==> src/rtl/ac_frame_sequencer.sv <==
// ac_frame_sequencer
//   Per-frame control FSM between the CRF and the upsampler streaming datapath.
//   A rising edge on UPSTR[0] arms one frame. The block then gates source pixels
//   into the datapath and tracks the source and destination pixel/line positions.
//   It generates the tlast/tuser sideband for the output stream and checks the
//   tlast framing of the input stream. At the end of the frame it writes a
//   status word to UPENDR through the CRF write port.
//
// Ports
//   clk, rst       clock; asynchronous active-high reset
//   crf_ac_UPSTR   control register: bit0 start, bit1 abort
//   crf_ac_wbusy   CRF busy with an AXI-lite write; the write strobe is held meanwhile
//   ac_crf_wrt     CRF write strobe
//   ac_crf_waddr   CRF write address
//   ac_crf_wdata   CRF write data
//   in_fire        source pixel handshake this cycle
//   in_tlast       tlast of the source pixel; only used with in_fire
//   out_fire       destination pixel handshake this cycle
//   in_allow       source tready qualifier into the datapath
//   out_tlast      destination end-of-line
//   out_tuser      destination start-of-frame
//   busy           a frame is in progress (RUN, DRAIN, WB)
//
// Status word written to UPENDR:
//   bit0 done, bit1 err_tlast, bit2 aborted, bit3 err_order
module ac_frame_sequencer #(
  parameter int CRF_DATA_WIDTH = 32,
  parameter int CRF_ADDR_WIDTH = 4,
  parameter int UPENDR_ADDR    = 1,
  parameter int SRC_IMG_WIDTH  = 960,
  parameter int SRC_IMG_HEIGHT = 540,
  parameter int DST_IMG_WIDTH  = 3840,
  parameter int DST_IMG_HEIGHT = 2160
) (
  input  logic                      clk,
  input  logic                      rst,
  input  logic [CRF_DATA_WIDTH-1:0] crf_ac_UPSTR,
  input  logic                      crf_ac_wbusy,
  output logic                      ac_crf_wrt,
  output logic [CRF_ADDR_WIDTH-1:0] ac_crf_waddr,
  output logic [CRF_DATA_WIDTH-1:0] ac_crf_wdata,
  input  logic                      in_fire,
  input  logic                      in_tlast,
  input  logic                      out_fire,
  output logic                      in_allow,
  output logic                      out_tlast,
  output logic                      out_tuser,
  output logic                      busy
);

  localparam int unsigned IXW = (SRC_IMG_WIDTH  > 1) ? $clog2(SRC_IMG_WIDTH)  : 1;
  localparam int unsigned IYW = (SRC_IMG_HEIGHT > 1) ? $clog2(SRC_IMG_HEIGHT) : 1;
  localparam int unsigned OXW = (DST_IMG_WIDTH  > 1) ? $clog2(DST_IMG_WIDTH)  : 1;
  localparam int unsigned OYW = (DST_IMG_HEIGHT > 1) ? $clog2(DST_IMG_HEIGHT) : 1;

  localparam logic [IXW-1:0] IX_LAST = IXW'(SRC_IMG_WIDTH  - 1);
  localparam logic [IYW-1:0] IY_LAST = IYW'(SRC_IMG_HEIGHT - 1);
  localparam logic [OXW-1:0] OX_LAST = OXW'(DST_IMG_WIDTH  - 1);
  localparam logic [OYW-1:0] OY_LAST = OYW'(DST_IMG_HEIGHT - 1);

  typedef enum logic [2:0] {
    S_IDLE,
    S_RUN,
    S_DRAIN,
    S_WB,
    S_DONE
  } state_t;

  state_t state;

  logic           start_q;
  logic [IXW-1:0] in_x;
  logic [IYW-1:0] in_y;
  logic [OXW-1:0] out_x;
  logic [OYW-1:0] out_y;
  logic           err_tlast;
  logic           err_order;
  logic           aborted;

  logic                      active;
  logic                      abort_req;
  logic                      in_acc;
  logic                      out_acc;
  logic                      in_x_last;
  logic                      in_last;
  logic                      out_x_last;
  logic                      out_last;
  logic                      err_tlast_nxt;
  logic                      err_order_nxt;
  logic                      aborted_nxt;
  logic [CRF_DATA_WIDTH-1:0] status_nxt;

  // Only the start and abort bits of UPSTR are meaningful here.
  logic unused_upstr_bits;
  assign unused_upstr_bits = ^crf_ac_UPSTR[CRF_DATA_WIDTH-1:2];

  always_comb begin
    active     = (state == S_RUN) || (state == S_DRAIN);
    abort_req  = active && crf_ac_UPSTR[1];
    // Abort removes tready in the same cycle, before the state changes.
    in_allow   = (state == S_RUN) && !crf_ac_UPSTR[1];
    in_acc     = in_fire && in_allow;
    out_acc    = out_fire && active;
    in_x_last  = (in_x == IX_LAST);
    in_last    = in_x_last && (in_y == IY_LAST);
    out_x_last = (out_x == OX_LAST);
    out_last   = out_x_last && (out_y == OY_LAST);

    out_tlast  = active && out_x_last;
    out_tuser  = active && (out_x == '0) && (out_y == '0);
    busy       = active || (state == S_WB);

    err_tlast_nxt = err_tlast || (in_acc && (in_tlast != in_x_last));
    // Outputs completing in the same cycle as the last input is still in order.
    err_order_nxt = err_order || ((state == S_RUN) && out_acc && out_last &&
                                  !abort_req && !(in_acc && in_last));
    aborted_nxt   = aborted || abort_req;

    // The status word is built from next-state flags so the registered write
    // data already reflects an error detected in the cycle that enters WB.
    status_nxt    = '0;
    status_nxt[0] = 1'b1;
    status_nxt[1] = err_tlast_nxt;
    status_nxt[2] = aborted_nxt;
    status_nxt[3] = err_order_nxt;
  end

  always_ff @(posedge clk or posedge rst) begin
    if (rst) begin
      state        <= S_IDLE;
      start_q      <= 1'b0;
      in_x         <= '0;
      in_y         <= '0;
      out_x        <= '0;
      out_y        <= '0;
      err_tlast    <= 1'b0;
      err_order    <= 1'b0;
      aborted      <= 1'b0;
      ac_crf_wrt   <= 1'b0;
      ac_crf_waddr <= '0;
      ac_crf_wdata <= '0;
    end else begin
      start_q <= crf_ac_UPSTR[0];

      case (state)
        S_IDLE: begin
          if (crf_ac_UPSTR[0] && !start_q) begin
            state     <= S_RUN;
            in_x      <= '0;
            in_y      <= '0;
            out_x     <= '0;
            out_y     <= '0;
            err_tlast <= 1'b0;
            err_order <= 1'b0;
            aborted   <= 1'b0;
          end
        end

        S_RUN, S_DRAIN: begin
          if (in_acc) begin
            if (in_x_last) begin
              in_x <= '0;
              in_y <= in_y + IYW'(1);
            end else begin
              in_x <= in_x + IXW'(1);
            end
          end
          if (out_acc) begin
            if (out_x_last) begin
              out_x <= '0;
              out_y <= out_y + OYW'(1);
            end else begin
              out_x <= out_x + OXW'(1);
            end
          end

          err_tlast <= err_tlast_nxt;
          err_order <= err_order_nxt;
          aborted   <= aborted_nxt;

          if (abort_req || (out_acc && out_last)) begin
            state        <= S_WB;
            ac_crf_wrt   <= 1'b1;
            ac_crf_waddr <= CRF_ADDR_WIDTH'(UPENDR_ADDR);
            ac_crf_wdata <= status_nxt;
          end else if (in_acc && in_last) begin
            state <= S_DRAIN;
          end
        end

        S_WB: begin
          if (!crf_ac_wbusy) begin
            state        <= S_DONE;
            ac_crf_wrt   <= 1'b0;
            ac_crf_waddr <= '0;
            ac_crf_wdata <= '0;
          end
        end

        S_DONE: begin
          if (!crf_ac_UPSTR[0]) begin
            state <= S_IDLE;
          end
        end

        default: state <= S_IDLE;
      endcase
    end
  end

endmodule

==> config.mk <==
export PLATFORM = sky130hd
export DESIGN_NAME = ac_frame_sequencer
export DESIGN_NICKNAME = d
export VERILOG_FILES = /design/src/rtl/ac_frame_sequencer.sv
export SDC_FILE = /design/constraint.sdc
export NUM_CORES = 1
export LEC_CHECK = 0
export ABC_AREA = 1
export ABC_CLOCK_PERIOD_IN_PS = 4000
export CORE_UTILIZATION = 55
export CTS_CLUSTER_SIZE = 25
export DETAILED_ROUTE_END_ITERATION = 10
export PLACE_DENSITY = 0.86
export SLEW_MARGIN = 20
export SYNTH_ARGS = -nofsm -noshare
export SYNTH_HDL_FRONTEND = slang
export SYNTH_SLANG_ARGS = --single-unit
==> constraint.sdc <==
create_clock -name clk -period 4 [get_ports clk]
set_input_delay 0.8 -clock clk [delete_from_list [all_inputs] [get_ports clk]]
set_output_delay 0.8 -clock clk [all_outputs]
set_load 0.01 [all_outputs]
# ---- After elaboration in Yosys (flattened, before gate mapping)
# Index checks and enable logic that the tools add are counted.
# Widths: inputs -> output; s select.
dict set report word_totals {
  register_bits 88
  inputBits 38
  output_inout_bits 41
  elab_cells 107
}
dict set report classes {
  addsub 4
  eq_ne 18
  n_mux 33
  n_reduce_logical 40
}
# cell n
set op_table {}
lappend op_table {{$mux 32} 2}
lappend op_table {{$pmux 32 s2} 1}
lappend op_table {{$mux 12} 5}
lappend op_table {{$mux 10} 5}
lappend op_table {{$pmux 12 s2} 2}
lappend op_table {{$pmux 10 s2} 2}
lappend op_table {{$add 12x1->12 const B} 2}
lappend op_table {{$eq 12x12->1 const B} 2}
lappend op_table {{$logic_not 12->1} 2}
lappend op_table {{$add 10x1->10 const B} 2}
lappend op_table {{$eq 10x10->1 const B} 2}
lappend op_table {{$logic_and 1x1->1} 17}
lappend op_table {{$ne 2x2->1 const B} 8}
lappend op_table {{$mux 3} 5}
lappend op_table {{$pmux 3 s4} 1}
lappend op_table {{$reduce_and 4->1} 3}
lappend op_table {{$reduce_and 3->1} 3}
lappend op_table {{$mux 4} 2}
lappend op_table {{$pmux 1 s2} 4}
lappend op_table {{$pmux 4 s2} 1}
lappend op_table {{$eq 3x2->1 const B} 2}
lappend op_table {{$logic_or 1x1->1} 6}
lappend op_table {{$logic_not 1->1} 4}
lappend op_table {{$reduce_bool 2->1} 2}
lappend op_table {{other kinds (8)} 10}

# ---- Depth between registers and ports, before layout
# Gate-level depths: netlist (run 1).
dict set report depth {
  depth_word 10
  depth_mapped 11
  ltp_nobuf 11
}

# ---- Worst setup path after synthesis (run 1)
# No wires, ideal clock.
dict set report synth_timing {
  path_type {register to output}
  from {register state[1]}
  to {output port out_tuser}
  arrival_ns 1.429
  t_required_ns 3.200
  slack_ns 1.771
  stages_incl_launch_ff 7
  n_path_buf 1
  path_cell_list {dfrtp_1 nand2_2 nand2_2 nor2_4 buf_2 nand4_1 nor4_1}
}
dict set report synth_between {
  elab_chain_len 4
  elab_cells_between_ends 5
}
# item line
set synth_rtl {}
lappend synth_rtl {{start, declared} 69} ;# state_t state;
lappend synth_rtl {{start signal, assigned} 130} ;# state <= S_IDLE;
lappend synth_rtl {{start signal, assigned} 148} ;# state <= S_RUN;
lappend synth_rtl {{start signal, assigned} 182} ;# state <= S_WB;
lappend synth_rtl {{$eq 3x1->1 / $eq 3x2->1 (equally long branches)} 98} ;# active = (state == S_RUN) || (state == S_DRAIN);
lappend synth_rtl {{$logic_or 1x1->1 (*)} 98}
lappend synth_rtl {{$logic_and 1x1->1 (*) (2 in a row)} 110} ;# out_tuser = active && (out_x == '0) && (out_y == '0);
lappend synth_rtl {{end, declared} 47} ;# output logic out_tuser,
# Every way passes the cells marked *; elsewhere a longest branch is shown, timed or not.

# ---- Worst setup path after layout (run 1)
dict set report layout_timing {
  from {register state[1]}
  to {output port out_tlast}
}
dict set report layout_between {
  elab_chain_len 3
  elab_cells_between_ends 4
}
# item line
set layout_rtl {}
lappend layout_rtl {{$eq 3x1->1 / $eq 3x2->1 (equally long branches)} 98}
lappend layout_rtl {{$logic_or 1x1->1 (*)} 98}
lappend layout_rtl {{$logic_and 1x1->1 (*)} 109} ;# out_tlast = active && out_x_last;
lappend layout_rtl {{end, declared} 46} ;# output logic out_tlast,
# Marks and branches as above.

==> impl_metrics.prom, run 1 <==
# TYPE chip_impl_metric gauge
chip_impl_metric{name="slew_viol_final",unit=""} 0
chip_impl_metric{name="core",unit="sq mm"} 0.006350
chip_impl_metric{name="clkTransAtPathRegs",unit="ns"} 0.10
chip_impl_metric{name="postRouteAntennaNets",unit=""} 0
chip_impl_metric{name="worst_ep_required_time",unit="ns"} 3.20
chip_impl_info{name="outcome",value="completed"} 1
chip_impl_metric{name="synthDominantCellAreaShare",unit=""} 0.3808
chip_impl_metric{name="fp.dieArea",unit="sq mm"} 0.006901
chip_impl_metric{name="post_cts_hold_buffer_count",unit=""} 0
chip_impl_info{name="yosysTopAreaCell",value="dfrtp_1"} 1
chip_impl_info{name="rsz0062_at_grt",value="false"} 1
chip_impl_metric{name="post-dp-hpwl",unit="um"} 5363
chip_impl_metric{name="achievable-frequency",unit="MHz"} 336.8
chip_impl_metric{name="worst-endpoint-arrival",unit="ns"} 2.17
chip_impl_metric{name="asyncSetResetFlopFracSynth",unit=""} 1.000
chip_impl_metric{name="number_of_hold_violations_in_the_final_report",unit=""} 0
chip_impl_metric{name="cts_resized",unit=""} 0
chip_impl_metric{name="transition_time_at_the_pin_with_the_least_slew_margin",unit="ns"} 0.7967
chip_impl_metric{name="setup_viol_count_final",unit=""} 0
chip_impl_metric{name="grt_pass1_wl",unit="um"} 12890
chip_impl_metric{name="routed_via_density",unit=""} 5.389
chip_impl_metric{name="clk-insertion-delay-late",unit="ns"} 0.31
chip_impl_metric{name="synth_edf_count",unit=""} 0
chip_impl_metric{name="slew-limit-headroom",unit=""} 0.4681
chip_impl_metric{name="die-height",unit="um"} 83.07
chip_impl_metric{name="timing.reg2reg.worst_path_depth",unit=""} 9
chip_impl_metric{name="post_synth.cell_area_avg",unit="sq um"} 7.302
chip_impl_metric{name="synth_mux_area_frac",unit=""} 0
chip_impl_metric{name="num-fill-cells",unit=""} 542
chip_impl_info{name="synth_top_family_by_area",value="simple AND/OR/NAND/NOR gates"} 1
chip_impl_info{name="tritoncts",value="built"} 1
chip_impl_metric{name="cap_violations",unit=""} 0
chip_impl_metric{name="hold_depth",unit=""} 2
chip_impl_info{name="synth_top_flop_cell",value="dfrtp_1"} 1
chip_impl_metric{name="worstPathBufferInverterCount",unit=""} 3
chip_impl_metric{name="final_period_minus_worst_setup_slack",unit="ns"} 2.969
chip_impl_metric{name="buffer_ports.inserted",unit=""} 17
chip_impl_info{name="yosysMostFrequentCell",value="nand2_1"} 1
chip_impl_metric{name="yosys_register_bits",unit=""} 55
chip_impl_metric{name="timing.critical_path.depth",unit=""} 7
chip_impl_metric{name="detail_route.wirelength",unit="um"} 7257
chip_impl_metric{name="iteration_count_of_the_initial_detailed_routing_pass",unit=""} 5
chip_impl_metric{name="clk_sink_count",unit=""} 55
chip_impl_metric{name="number_of_ports_placed_on_the_die_boundary",unit=""} 79
chip_impl_metric{name="track_usage",unit=""} 0.2251
chip_impl_metric{name="total_power",unit="mW"} 2.192
chip_impl_metric{name="synth-warning-count",unit=""} 0
chip_impl_metric{name="rows",unit=""} 29
chip_impl_metric{name="grt-ovfl-total",unit=""} 0
chip_impl_metric{name="cts_setup_buffers",unit=""} 0
chip_impl_metric{name="via_count_of_the_first_global_routing_pass",unit=""} 2901
chip_impl_metric{name="max-vdd-ir-drop",unit="mV"} 0.4148
chip_impl_metric{name="synth_cell_type_count",unit=""} 36
chip_impl_metric{name="finalCritPeriodShare",unit=""} 0.7423
chip_impl_info{name="critPathSlowestCell",value="clkdlybuf4s50_1"} 1
chip_impl_metric{name="routed_wire_length_per_instance",unit="um"} 12.34
chip_impl_metric{name="stdcell_count",unit=""} 588
chip_impl_metric{name="p_leak",unit="nW"} 1.767
chip_impl_info{name="path_delay_family",value="buffers and inverters"} 1
chip_impl_info{name="timing.critical_path.to_type",value="output port"} 1
chip_impl_metric{name="crit_fanout",unit=""} 25
chip_impl_info{name="crit_path_cell_trace",value="nand2_2 -> nand2_2 -> nor2_4 -> buf_4 -> nand2_1 -> inv_1 -> clkdlybuf4s50_1"} 1
chip_impl_metric{name="tritoncts.num_buffers",unit=""} 5
chip_impl_info{name="post_synth_most_frequent_cells",value="nand2_1 (90), inv_1 (66), nor2_1 (57), dfrtp_1 (55), nand3_1 (44)"} 1
chip_impl_metric{name="final_layout_size_suffix_gt1_frac",unit=""} 0.07828
chip_impl_metric{name="critical_path.max_stage_delay",unit="ns"} 0.54
chip_impl_info{name="critical_path.startpoint_type",value="flip-flop"} 1
chip_impl_metric{name="numPlacedInstances",unit=""} 580
chip_impl_metric{name="post-route-cell-area",unit="sq mm"} 0.003802
chip_impl_info{name="hold_path.class",value="reg2reg"} 1
chip_impl_metric{name="flow.area_growth_from_synthesis",unit="%"} 5.192
chip_impl_metric{name="fin_setup_tns",unit="ns"} 0
chip_impl_info{name="synth.top_cells.by_area",value="dfrtp_1 (38%), nand2_1 (9.3%), buf_4 (7.1%)"} 1
chip_impl_info{name="criticalPathCategory",value="reg2out"} 1
chip_impl_info{name="cts_root_buffer",value="clkbuf_8"} 1
chip_impl_metric{name="detail_route.iter0.violations",unit=""} 203
chip_impl_metric{name="synth_simple_gate_area_share",unit=""} 0.3378
chip_impl_metric{name="power_density",unit="mW/mm^2"} 576.4
chip_impl_metric{name="synth-xor-area-share",unit=""} 0.01211
chip_impl_metric{name="die_w",unit="um"} 83.07
chip_impl_metric{name="syn-cell-area",unit="sq mm"} 0.003615
chip_impl_metric{name="syn_inst",unit=""} 495
chip_impl_metric{name="clock_skew_after_layout",unit="ns"} 0.006716
chip_impl_metric{name="grt_start_max_net_pins",unit=""} 40
chip_impl_metric{name="synth_seq_area_share",unit=""} 0.3808
chip_impl_metric{name="place_area",unit="sq mm"} 0.003707
chip_impl_metric{name="grt_antenna_before_repair",unit=""} 0
chip_impl_metric{name="nets",unit=""} 554
chip_impl_metric{name="detailed_route_via_count",unit=""} 3169
chip_impl_metric{name="htree_num_levels",unit=""} 2
chip_impl_metric{name="place.gp.congestion",unit=""} 0.9127
chip_impl_metric{name="route.detailed.drc",unit=""} 0
chip_impl_info{name="crit_path_frequent_cell",value="nand2_2"} 1
chip_impl_metric{name="antenna-diode-count",unit=""} 0
chip_impl_metric{name="floorplan.initialDensity",unit=""} 0.5693
chip_impl_metric{name="max-clock-path-buffers",unit=""} 2
chip_impl_metric{name="synth_fa_ha_area_frac",unit=""} 0.02077
chip_impl_metric{name="synth_compound_area_frac",unit=""} 0.09173
## through the flow
stage | setup WS [ns] | util | hold slack, ns
CTS | 1.047 | 0.5988 | 0.5000
global route | 0.9262 | 0.5988 | 0.5302
floorplan | 1.771 | - | 0.4908
global placement | 1.101 | 0.5838 | 0.4720
detailed placement | 1.102 | 0.5838 | 0.4646
finish | 1.031 | 0.5988 | 0.4942
## final cells by class
| type | instances | area (sq um) | share of cell area |
|---|---|---|---|
| inverters | 69 | 261.5 | 0.06877 |
| flip-flops and latches | 55 | 1376 | 0.3620 |
| repair buffers | 19 | 185.2 | 0.04870 |
| well taps | 77 | 96.34 | 0.02534 |
| clock inverters | 1 | 8.758 | 0.002303 |
| multi-input cells | 360 | 1788 | 0.4702 |
| clock buffers | 7 | 86.33 | 0.02270 |
## flip-flops by register name, summed over array words and instances, names as in the netlist
register      cells
aborted           1
ac_crf_wdata      4
err_order         1
err_tlast         1
in_x             10
in_y             10
out_x            12
out_y            12
start_q           1
state             3
## worst register-to-register path, delay by kind of cell, from the launching register on
family / cells / cell delay (ns)
and+or+nand+nor: 6 / 0.97
DFF: 1 / 0.46
buffers and inverters: 1 / 0.33
AOI/OAI and AO/OA: 2 / 0.21
## worst paths after layout
check / startpoint / endpoint / slack (ns)
min in group asynchronous: rst / out_y[9] / 0.95
max in group asynchronous: rst / in_x[9] / 2.32
max reg2reg: state[1] / out_y[4] / 1.94
max: state[1] / out_tlast / 1.03
min: ac_crf_wdata[1] / ac_crf_wdata[1] / 0.49
min reg2reg: ac_crf_wdata[1] / ac_crf_wdata[1] / 0.49
## cells in the final DEF (no fill, tap or decap), types with 2 or more instances in the layout
cell type        count
buf_4                2
ha_1                 6
nor2_2               3
dfrtp_1             55
conb_1              31
o21a_1               2
nand4_1             25
nor2_1              57
nand2_2              9
nand2_1             90
o21ai_0             26
nor2_4               7
nor3_1              17
clkbuf_8             6
a21oi_2              2
inv_1               65
inv_2                3
nand3_1             44
clkdlybuf4s50_1     17
o21ai_1              5
a21oi_1             19
nor4_1               2
xor2_1               4
## report_power, final
group,leakage (nW),switching [mW],internal (mW)
combinational,0.979,0.709,0.342
sequential,0.740,0.134,0.674
clock,0.0484,0.189,0.143
total,1.77,1.03,1.16
## logic make-up (layout without fill, tap and decap cells)
| kind of cell | after synthesis | in the layout |
|---|---|---|
| other | 1 | 31 |
| xor gates and xnor gates | 5 | 5 |
| AOI/OAI and AO/OA | 59 | 59 |
| DFF | 55 | 55 |
| adders and majority gates | 6 | 6 |
| buffers and inverters | 110 | 96 |
| and+or+nand+nor | 259 | 259 |
## layer usage
layer  part of all wire  vias up  GRT usage
met5                  0        -          0
met1               0.46     1462     0.3059
met2               0.46      112     0.3659
met4              0.022        0    0.08307
li1                   -     1579          -
met3              0.051       16    0.03380
(Power assumes the default switching activity.)
==> inputs of run 2 (changes only) <==
--- a/config.mk
+++ b/config.mk
@@ -6,11 +6,11 @@
 export NUM_CORES = 1
 export LEC_CHECK = 0
 export ABC_AREA = 1
-export ABC_CLOCK_PERIOD_IN_PS = 4000
-export CORE_UTILIZATION = 55
+export ABC_CLOCK_PERIOD_IN_PS = 2400
+export CORE_UTILIZATION = 46
 export CTS_CLUSTER_SIZE = 25
 export DETAILED_ROUTE_END_ITERATION = 10
-export PLACE_DENSITY = 0.86
+export PLACE_DENSITY = 0.77
 export SLEW_MARGIN = 20
 export SYNTH_ARGS = -nofsm -noshare
 export SYNTH_HDL_FRONTEND = slang
==> constraint.sdc (replaced) <==
create_clock -name clk -period 2.4 [get_ports clk]
set_input_delay 0.48 -clock clk [delete_from_list [all_inputs] [get_ports clk]]
set_output_delay 0.48 -clock clk [all_outputs]
set_load 0.01 [all_outputs]
==> run 2 against run 1 <==
Compared with the run above: via count down 2.4%; core utilization down 7.9 points; clock power up 48%; count of clock-buffer cells in the layout down 2; first-iteration DRC count up 6.9%; sequential power up 64%; hold slack better by 0.0017 ns; clock skew up 0.0062 ns; non-clock buffer count up 3; flip-flop and latch count unchanged; cell count up 3.9%; critical path type is now in2out.
==> impl_metrics.prom, run 2 (same netlist as run 1, synthesis figures left out) <==
# TYPE chip_impl_metric gauge
chip_impl_metric{name="routed_via_density",unit=""} 5.062
chip_impl_info{name="mostFrequentLayoutCells",value="nand2_1 (90), inv_1 (65), nor2_1 (56)"} 1
chip_impl_metric{name="clk-insertion-delay-late",unit="ns"} 0.31
chip_impl_info{name="timing.critical_path.to_type",value="output port"} 1
chip_impl_info{name="outcome",value="completed"} 1
chip_impl_metric{name="finalCritPeriodShare",unit=""} 0.9482
chip_impl_info{name="rsz0062_at_grt",value="false"} 1
chip_impl_metric{name="die-height",unit="um"} 90.65
chip_impl_metric{name="core",unit="sq mm"} 0.007408
chip_impl_info{name="hold_path.class",value="reg2reg"} 1
chip_impl_metric{name="clk_sink_count",unit=""} 55
chip_impl_metric{name="cap_violations",unit=""} 0
chip_impl_metric{name="iteration_count_of_the_initial_detailed_routing_pass",unit=""} 6
chip_impl_metric{name="antenna-diode-count",unit=""} 0
chip_impl_metric{name="postRouteAntennaNets",unit=""} 0
chip_impl_metric{name="final_period_minus_worst_setup_slack",unit="ns"} 2.276
chip_impl_info{name="tritoncts",value="built"} 1
chip_impl_metric{name="rows",unit=""} 31
chip_impl_metric{name="grt-ovfl-total",unit=""} 0
chip_impl_metric{name="routed_wire_length_per_instance",unit="um"} 11.97
chip_impl_metric{name="post-dp-hpwl",unit="um"} 5316
chip_impl_metric{name="grt_pass1_wl",unit="um"} 12800
chip_impl_info{name="top_regs",value="out_x x12, out_y x12"} 1
chip_impl_metric{name="fp.dieArea",unit="sq mm"} 0.008217
chip_impl_metric{name="fin_setup_tns",unit="ns"} 0
chip_impl_metric{name="grt_start_max_net_pins",unit=""} 56
chip_impl_info{name="hold_path_startpoint",value="ac_crf_wdata[2]"} 1
chip_impl_metric{name="detail_route.wirelength",unit="um"} 7316
chip_impl_metric{name="detailed_route_via_count",unit=""} 3093
chip_impl_metric{name="crit_fanout",unit=""} 3
chip_impl_metric{name="regToRegSetupSlack",unit="ns"} 0.34
chip_impl_metric{name="detail_route.iter0.violations",unit=""} 217
chip_impl_metric{name="p_leak",unit="nW"} 1.784
chip_impl_metric{name="setup_viol_count_final",unit=""} 0
chip_impl_metric{name="clock_skew_after_layout",unit="ns"} 0.01288
chip_impl_metric{name="grt_antenna_before_repair",unit=""} 0
chip_impl_metric{name="achievable-frequency",unit="MHz"} 439.4
chip_impl_metric{name="htree_num_levels",unit=""} 2
chip_impl_info{name="cts_root_buffer",value="clkbuf_8"} 1
chip_impl_metric{name="track_usage",unit=""} 0.1881
chip_impl_metric{name="die_w",unit="um"} 90.65
chip_impl_metric{name="place.gp.congestion",unit=""} 0.9197
chip_impl_metric{name="buffer_ports.inserted",unit=""} 17
chip_impl_metric{name="via_count_of_the_first_global_routing_pass",unit=""} 2927
chip_impl_metric{name="post-route-cell-area",unit="sq mm"} 0.003851
chip_impl_metric{name="nets",unit=""} 557
chip_impl_info{name="worstSetupStartpoint",value="crf_ac_UPSTR[1]"} 1
chip_impl_metric{name="flow.area_growth_from_synthesis",unit="%"} 6.542
chip_impl_info{name="criticalPathCategory",value="in2out"} 1
chip_impl_metric{name="min_hold_slack",unit="ns"} 0.4960
chip_impl_metric{name="max-vdd-ir-drop",unit="mV"} 0.6100
chip_impl_metric{name="floorplan.initialDensity",unit=""} 0.4879
chip_impl_metric{name="worst-endpoint-arrival",unit="ns"} 1.80
chip_impl_info{name="critical_path.startpoint_type",value="input port"} 1
chip_impl_metric{name="route.detailed.drc",unit=""} 0
chip_impl_metric{name="tritoncts.num_buffers",unit=""} 5
chip_impl_info{name="leading_cell_type_in_the_layout_fill_and_taps_excluded",value="nand2_1"} 1
chip_impl_metric{name="worst_ep_required_time",unit="ns"} 1.92
chip_impl_metric{name="place_area",unit="sq mm"} 0.003770
chip_impl_metric{name="cts_setup_buffers",unit=""} 0
chip_impl_metric{name="number_of_ports_placed_on_the_die_boundary",unit=""} 79
chip_impl_metric{name="clkTransAtPathRegs",unit="ns"} 0.09
chip_impl_metric{name="slew_viol_final",unit=""} 0
chip_impl_metric{name="final_layout_size_suffix_gt1_frac",unit=""} 0.08594
chip_impl_metric{name="max-clock-path-buffers",unit=""} 2
chip_impl_metric{name="power_density",unit="mW/mm^2"} 943.0
chip_impl_info{name="reg2reg_from",value="state[1]"} 1
chip_impl_metric{name="number_of_hold_violations_in_the_final_report",unit=""} 0
run 2: path summary, 6_finish.rpt:
kind / end / depth (start not counted)
max in group asynchronous: out_y[2] / 3
worst min register to register: ac_crf_wdata[2] / 1
worst max-delay path: in_allow / 5
worst max register to register: out_y[6] / 9
worst min-delay path: ac_crf_wdata[2] / 1
min in group asynchronous: in_y[6] / 3
run 2: cell type report:
type                    count  area [sq um]
repair buffers             22         217.7
multi-input cells         360          1795
clock inverters             1         7.507
flip-flops and latches     55          1376
inverters                  69         261.5
clock buffers               5         68.82
well taps                  99         123.9
fillers                   687          3557
run 2: repair_timing:
action | 4_1_cts | 5_1_grt
hold buffers | 0 | 0
resized for setup | 4 | 0
setup endpoints to repair | 2 | 0
run 2: worst max-delay path: stages:
cell and delay (ns):
clkdlybuf4s50_1 0.43, inv_1 0.10, nand3_1 0.15, inv_1 0.09, clkdlybuf4s50_1 0.54
run 2: per-layer routing:
metal,wire [um],global-route usage,share of wire
met3,339,0.02525,0.046
met5,0,0,0
met1,3588,0.2636,0.49
met4,116,0.06720,0.016
met2,3272,0.2973,0.45
run 2: power breakdown:
part           total, mW  leakage (nW)  switching [mW]  internal (mW)
registers           1.33         0.740           0.210           1.12
clock network      0.491        0.0361           0.296          0.195
logic               1.81          1.01            1.20          0.605
run 2: metrics by stage:
step,instances,setup slack (ns),util,power (mW)
floorplan,525,0.4911,-,2.720
global placement,605,0.1579,0.5089,3.083
detailed placement,605,0.1420,0.5089,3.139
CTS,611,0.1311,0.5198,3.639
global route,611,0.02156,0.5198,3.911
finish,611,0.1243,0.5198,3.632
